[config.mk]
export PLATFORM = sky130hd
export DESIGN_NAME = pattern_window_counter
export DESIGN_NICKNAME = d
export VERILOG_FILES = /design/src/rtl/pattern_window_counter_pkg.sv /design/src/rtl/pwc_sat_counter.sv /design/src/rtl/pattern_window_counter.sv
export SDC_FILE = /design/constraint.sdc
export NUM_CORES = 1
export LEC_CHECK = 0
export ABC_AREA = 1
export BUFFER_PORTS_ARGS = -buffer_cell sky130_fd_sc_hd__clkbuf_2
export CORE_UTILIZATION = 54
export DETAILED_ROUTE_END_ITERATION = 6
export GPL_ROUTABILITY_DRIVEN = 1
export HOLD_SLACK_MARGIN = 0.12
export MAX_ROUTING_LAYER = met4
export PLACE_DENSITY = 0.73
export SYNTH_ARGS = -nofsm -noshare
export SYNTH_HDL_FRONTEND = slang
export SYNTH_HIERARCHICAL = 1
export SYNTH_SLANG_ARGS = --single-unit
export TNS_END_PERCENT = 1
[constraint.sdc]
create_clock -name ck -period 2.9 [get_ports ck]
set_clock_uncertainty 0.05 [all_clocks]
set_input_delay 0.58 -clock ck [delete_from_list [all_inputs] [get_ports ck]]
set_output_delay 0.58 -clock ck [all_outputs]
set_load 0.02 [all_outputs]
[src/rtl/pattern_window_counter_pkg.sv]
// pattern_window_counter_pkg: state encoding and window-counter sizing shared by the counter block.
package pattern_window_counter_pkg;
    typedef enum logic [1:0] {
        IDLE  = 2'b00,
        COUNT = 2'b01,
        HOLD  = 2'b10
    } state_t;

    function automatic int clog2(input int v);
        int r;
        r = 0;
        while ((1 << r) < v) r++;
        return r;
    endfunction
endpackage

[src/rtl/pwc_sat_counter.sv]
// pwc_sat_counter: saturating event accumulator with sticky overflow.
// Exposes its next value so the owner can capture a window total including the final sample.
module pwc_sat_counter #(
    parameter int CW = 8
) (
    input  logic          ck,
    input  logic          rs,
    input  logic          clr,
    input  logic          inc,
    output logic [CW-1:0] nxt_cnt,
    output logic          nxt_ovf
);
    logic [CW-1:0] acc_q, acc_d;
    logic          ovf_q, ovf_d;
    logic          at_max;

    always_comb begin
        at_max = &acc_q;
        acc_d  = clr ? '0 : (inc && !at_max) ? acc_q + CW'(1) : acc_q;
        ovf_d  = clr ? 1'b0 : ovf_q | (inc & at_max);
    end

    assign nxt_cnt = acc_d;
    assign nxt_ovf = ovf_d;

    always_ff @(posedge ck or posedge rs) begin
        if (rs) begin
            acc_q <= '0;
            ovf_q <= 1'b0;
        end else begin
            acc_q <= acc_d;
            ovf_q <= ovf_d;
        end
    end
endmodule

[src/rtl/pattern_window_counter.sv]
// pattern_window_counter: counts y1/y2 detection events over WINDOW-cycle windows
// and presents the totals with saturation flags through a valid/ready handshake.
module pattern_window_counter
    import pattern_window_counter_pkg::*;
#(
    parameter int WINDOW = 16,
    parameter int CW     = 8
) (
    input  logic          ck,
    input  logic          rs,
    input  logic          en,
    input  logic          y1,
    input  logic          y2,
    output logic [CW-1:0] cnt1,
    output logic [CW-1:0] cnt2,
    output logic          ovf1,
    output logic          ovf2,
    output logic          out_valid,
    input  logic          out_ready,
    output logic          busy
);
    localparam int WW = clog2(WINDOW + 1);
    localparam logic [WW-1:0] LAST = WW'(WINDOW - 1);

    state_t        state_q, state_d;
    logic [WW-1:0] win_q, win_d;
    logic [CW-1:0] cnt1_q, cnt1_d, cnt2_q, cnt2_d, nxt1, nxt2;
    logic          ovf1_q, ovf1_d, ovf2_q, ovf2_d, nov1, nov2;
    logic          sampling, done, start;

    pwc_sat_counter #(.CW(CW)) u_acc1 (
        .ck(ck), .rs(rs), .clr(start), .inc(sampling & y1), .nxt_cnt(nxt1), .nxt_ovf(nov1)
    );
    pwc_sat_counter #(.CW(CW)) u_acc2 (
        .ck(ck), .rs(rs), .clr(start), .inc(sampling & y2), .nxt_cnt(nxt2), .nxt_ovf(nov2)
    );

    always_ff @(posedge ck or posedge rs) begin
        if (rs) begin
            state_q <= IDLE;
            win_q   <= '0;
            cnt1_q  <= '0;
            cnt2_q  <= '0;
            ovf1_q  <= 1'b0;
            ovf2_q  <= 1'b0;
        end else begin
            state_q <= state_d;
            win_q   <= win_d;
            cnt1_q  <= cnt1_d;
            cnt2_q  <= cnt2_d;
            ovf1_q  <= ovf1_d;
            ovf2_q  <= ovf2_d;
        end
    end

    always_comb begin
        state_d = state_q;
        case (state_q)
            IDLE:    state_d = en ? COUNT : IDLE;
            COUNT:   state_d = done ? HOLD : COUNT;
            HOLD:    state_d = out_ready ? (en ? COUNT : IDLE) : HOLD;
            default: state_d = IDLE;
        endcase
    end

    // A window starts from IDLE or straight out of an accepted result.
    always_comb begin
        sampling = state_q == COUNT;
        done     = sampling && win_q == LAST;
        start    = en && (state_q == IDLE || (state_q == HOLD && out_ready));
        win_d    = start ? '0 : sampling ? win_q + WW'(1) : win_q;
        cnt1_d   = done ? nxt1 : cnt1_q;
        cnt2_d   = done ? nxt2 : cnt2_q;
        ovf1_d   = done ? nov1 : ovf1_q;
        ovf2_d   = done ? nov2 : ovf2_q;
    end

    always_comb begin
        busy      = state_q == COUNT;
        out_valid = state_q == HOLD;
        cnt1      = cnt1_q;
        cnt2      = cnt2_q;
        ovf1      = ovf1_q;
        ovf2      = ovf2_q;
    end
endmodule

* Word level (Yosys, flattened, before mapping)
Cells that the tools add are included.
** Storage, ports and cells
- Bits in registers :: 43
- Bits of input ports :: 6
- Output and inout port bits :: 20
** Cells by class
- Add/sub/neg operators :: 3
- Eq/ne operators :: 3
- Muxes and demuxes :: 12
- Bitwise operators :: 6
- Reduce and logical (&&, ||, !) cells :: 12
** Operators by type and width (number)
- $mux 8 :: 4
- $add 8x1->8 const B :: 2
- $reduce_and 8->1 :: 2
- $mux 5 :: 2
- $pmux 2 s3 :: 1
- $add 5x1->5 const B :: 1
- $eq 5x4->1 const B :: 1
- $logic_and 1x1->1 :: 5
- $and 1x1->1 :: 4
- $mux 2 :: 2
- $mux 1 :: 3
- $eq 2x1->1 const B :: 1
- $eq 2x2->1 const B :: 1
- $logic_not 1->1 :: 2
- $logic_not 2->1 :: 1
- $or 1x1->1 :: 2
- $reduce_bool 2->1 :: 1
- $logic_or 1x1->1 :: 1

* Logic depth before layout (Yosys ltp)
- Depth after elaboration :: 5
- Gate-level depth with buffers :: 12
- Gate-level depth less buffers :: 11

* Hierarchy
Netlist, hierarchy kept.
** Modules (own cells, without submodules)
- pattern_window_counter :: times used 1, cells each 128, area each 1111.1 um^2, seq. area each 625.6 um^2
- pwc_sat_counter :: times used 2, cells each 77, area each 551.8 um^2, seq. area each 225.2 um^2

* Least setup slack after synthesis
No wires, ideal clock.
- Kind :: register -> register
- Start point :: register state_q[1]
- End point :: register cnt1_q[7] (netlist: cnt1[7])
- Setup time :: 0.065 ns
- Arrival :: 1.447 ns
- Data required time :: 2.785 ns
- Path slack :: 1.338 ns
- Cell stages (with the launch flop) :: 13
- Clock period less this slack :: 1.562 ns
- Cells stage by stage :: dfrtp_1 -> inv_1 -> nand2_2 -> nor2_1 -> buf_4 -> nand2_2 -> nor2_4 -> nand3_2 -> nand2_1 -> nand2_1 -> nor2_1 -> nand3_1 -> nand2_1
** On the way
- Word-level cells in the longest chain between the ends :: 5
- Elaborated cells on any way between the ends :: 11
** Ends and longest elaborated chain
- from (decl) :: RTL line pattern_window_counter.sv:25 : state_t state_q, state_d;
- from (signal assigned) :: RTL line pattern_window_counter.sv:47 : state_q <= state_d;
- $eq 2x1->1 or $eq 2x2->1 (tied branches) :: RTL line pattern_window_counter.sv:68, pattern_window_counter.sv:70
- $and 1x1->1 or $logic_and 1x1->1 (tied branches) :: RTL line pattern_window_counter.sv:32, pattern_window_counter.sv:70
- $logic_and 1x1->1 or $logic_or 1x1->1 (tied branches) :: RTL line pwc_sat_counter.sv:19, pattern_window_counter.sv:70
- $mux 8 or $logic_and 1x1->1 (tied branches) :: RTL line pwc_sat_counter.sv:19, pattern_window_counter.sv:70
- $mux 8 * :: RTL line pwc_sat_counter.sv:19 : acc_d = clr ? '0 : (inc && !at_max) ? acc_q + CW'(1) : acc_q;
- named net nxt1[7] :: RTL line pattern_window_counter.sv:27 : logic [CW-1:0] cnt1_q, cnt1_d, cnt2_q, cnt2_d, nxt1, nxt2;
- to (signal assigned) :: RTL line pattern_window_counter.sv:49 : cnt1_q <= cnt1_d;
- to (decl) :: RTL line pattern_window_counter.sv:27
Mark *: on every way through the listed nets, which the timed path passes. The rest lies on a longest branch.
A chain may end at the register's enable or synchronous reset.

* Worst setup path in the final report
Same ends and word-level chain as after synthesis.

==> impl_metrics.py <==
metrics = {
    "status": {
        "status": "complete, no violations",
    },
    "grt": {
        "top_usage_layer": "met2",
        "grt_pass1_vias": 1661,
        "grt_pass1_wl_um": 7600,
        "grt_use_total_pct": 23.9,
        "use_met2_pct": 37.5,
        "globalRouteMet3Util_pct": 4.14,
        "grt_start_max_net_pins": 26,
        "globalRouteOverflowTotal": 0,
        "antenna_found_initial": 0,
        "use_met1_pct": 32.5,
    },
    "power_and_ir_drop": {
        "pwr_density_cell_nw_per_um2": 971,
        "total_power_mw": 2.38,
        "worst_ir_drop_vdd_mv": 0.512,
        "leakage_nw": 1.38,
    },
    "routing": {
        "via_per_inst": 5.01,
        "ant_nets": 0,
        "wl_um": 4370,
        "drc": 0,
        "wl_per_cell_um": 12.2,
        "drt-pass1-iter-count": 4,
        "drt_iter0_markers": 100,
        "vias": 1798,
    },
    "worst_setup_path": {
        "crit_path_max_incr_delay_ns": 0.45,
        "rr_worst_depth": 11,
        "cp_max_fo": 10,
        "reg2reg_slack_ns": 0.85,
        "cp-start-kind": "flop",
        "cpMostUsedCell": "nand2_1",
        "crit_cells": 11,
        "worst_path_max_delay_cell": "nor2_1",
        "crit_arrival_ns": 2.23,
        "worstSetupEndpointType": "flop",
        "crit_chain": "inv_1 -> nand2_2 -> nor2_1 -> nand2_2 -> nor2_4 -> nand3_2 -> nand2_1 -> nand2_1 -> nor2_1 -> nand3_1 -> nand2_1",
        "crit_buf_inv": 1,
        "path_class": "flop to flop",
        "crit_family": "simple AND/OR/NAND/NOR gates",
        "required_ns": 3.08,
        "timing.rr.start": "state_q[1]",
        "rr_endpoint": "cnt1[7]",
    },
    "placement": {
        "gp_congestion": 0.869,
        "dpl-instance-area_um2": 2370,
        "place_ws_ns": 0.860,
        "hpwl_um": 3030,
        "io_buffers": 25,
    },
    "yosys": {
        "synth_cells": 282,
        "synth_cell_types": 20,
        "syn_area_um2": 2210,
        "syn-num-nets": 292,
        "ys_warn_count": 6,
        "syn_avg_cell_area_um2": 7.85,
        "ys_ff_latch": 43,
        "ys_seq_area_share_pct": 48.6,
    },
    "die": {
        "core_um2": 3800,
        "die_h_um": 66.0,
        "die_area_um2": 4360,
        "row_count": 22,
        "pin_count": 26,
        "initial_core_util_pct": 58.3,
        "die_w_um": 66.0,
    },
    "sta": {
        "rsz0062_at_grt": "false",
        "final.setup.tns_ns": 0,
        "post-route-min-period_ns": 2.05,
        "final_max_slew_viol_count": 0,
        "timing.fmax_mhz": 487,
        "worstMarginPinSlew_ns": 0.535,
        "finalCritPeriodShare_pct": 70.8,
        "hold_violations": 0,
        "slew_headroom_pct": 64.2,
        "setup_viol": 0,
        "setup_ws_ns": 0.845,
    },
    "cts": {
        "cts_root_buf": "clkbuf_8",
        "h-tree-depth": 2,
        "insertion_delay_ns": 0.29,
        "clock_path_buffers": 2,
        "cts_tree": "built",
        "cts.sinks": 43,
        "cts_hold_buf": 0,
        "cts_setup_buffers": 0,
        "numCtsBuffers": 5,
        "ctsResizeCount": 0,
        "path_clk_slew_ns": 0.08,
    },
    "worst_hold_path": {
        "worstHoldPathType": "input pin to async pin",
    },
    "cells_and_area": {
        "seq_area_um2": 1080,
        "syn_to_final_growth_pct": 10.6,
        "fillers": 355,
        "num_antenna_cells": 0,
        "drive_gt1_share_pct": 19.6,
        "fin_nets": 320,
        "stdcell_area_um2": 2450,
        "multiInputGateArea_um2": 931,
    },
    "run": {
        "max-cap-violations": 0,
    },
}
[how the worst max path moves through the flow]
stage	to	slack, ns	startpoint
2_1_floorplan	cnt1[7]	1.34	state_q[1]
3_3_place_gp	cnt1[7]	0.93	y1
3_5_place_dp	cnt1[7]	0.86	y1
4_1_cts	cnt1[7]	0.85	state_q[1]
5_1_grt	cnt1[5]	0.62	state_q[1]
6_report	cnt1[7]	0.85	state_q[1]
[metrics by stage]
step                hold WS [ns]  std cells  util (%)
floorplan                  0.358        282         -
global route               0.233        359      64.5
global placement           0.402        351      62.4
detailed placement         0.408        351      62.4
CTS                        0.217        359      64.5
finish                     0.203        359      64.5
[routing by layer]
metal  wire (µm)  up-vias
met2        1900       44
met1        2240      824
met4          34        0
li1            -      926
met3         196        4
met5           0        -
[flip-flops by register name (all words and copies together) (netlist names)]
signal and flops:
cnt1 8, u_acc2/ovf_q 1, ovf1 1, state_q 2, u_acc1/acc_q 8, u_acc1/ovf_q 1
cnt2 8, ovf2 1, win_q 5, u_acc2/acc_q 8
[cells by family after synthesis]
kind of cell	after synthesis	share of synthesized area, %
flip-flops	43	48.6
AO/OA/AOI/OAI	17	4.01
buffers and inverters	48	9.38
AND/OR/NAND/NOR	170	35.8
adder cells (fa/ha/maj)	4	2.26
[cell type report]
cell class / count / share of cell area, %
sequential: 43 / 43.9
multi-input combinational: 191 / 38.0
inverter: 41 / 6.28
timing repair buffer: 28 / 6.03
clock buffer: 7 / 3.12
tap: 48 / 2.45
clock inverter: 1 / 0.204
[synth_stat cells, drive strengths merged]
library cell   n  area, µm²
dfrtp         43       1080
o21ai          6       33.8
nor2          36        183
or2            2       12.5
ha             4       50.1
nor3           3       15.0
inv           41        154
buf            7       53.8
nand3         38        200
nand2         91        382
a21oi         11       55.1
[cells in the final DEF (no fill, tap or decap), types with 5 or more instances in the layout]
cell / synthesis / layout
nand2_1: 81 / 81
dfrtp_1: 43 / 43
inv_1: 38 / 38
nand3_1: 36 / 36
nor2_1: 27 / 27
clkbuf_2: 0 / 25
a21oi_1: 11 / 11
nand2_2: 7 / 7
nor2_4: 5 / 5
o21ai_0: 5 / 5
clkbuf_8: 0 / 5
[report_power, final]
part,internal (mW),total [mW],leakage [nW],switching [mW]
Sequential,0.844,1.02,0.530,0.172
Clock,0.169,0.360,0.0422,0.191
Combinational,0.332,1.00,0.809,0.669
Total,1.35,2.38,1.38,1.03
No activity file was read; power rests on OpenSTA's default activity.
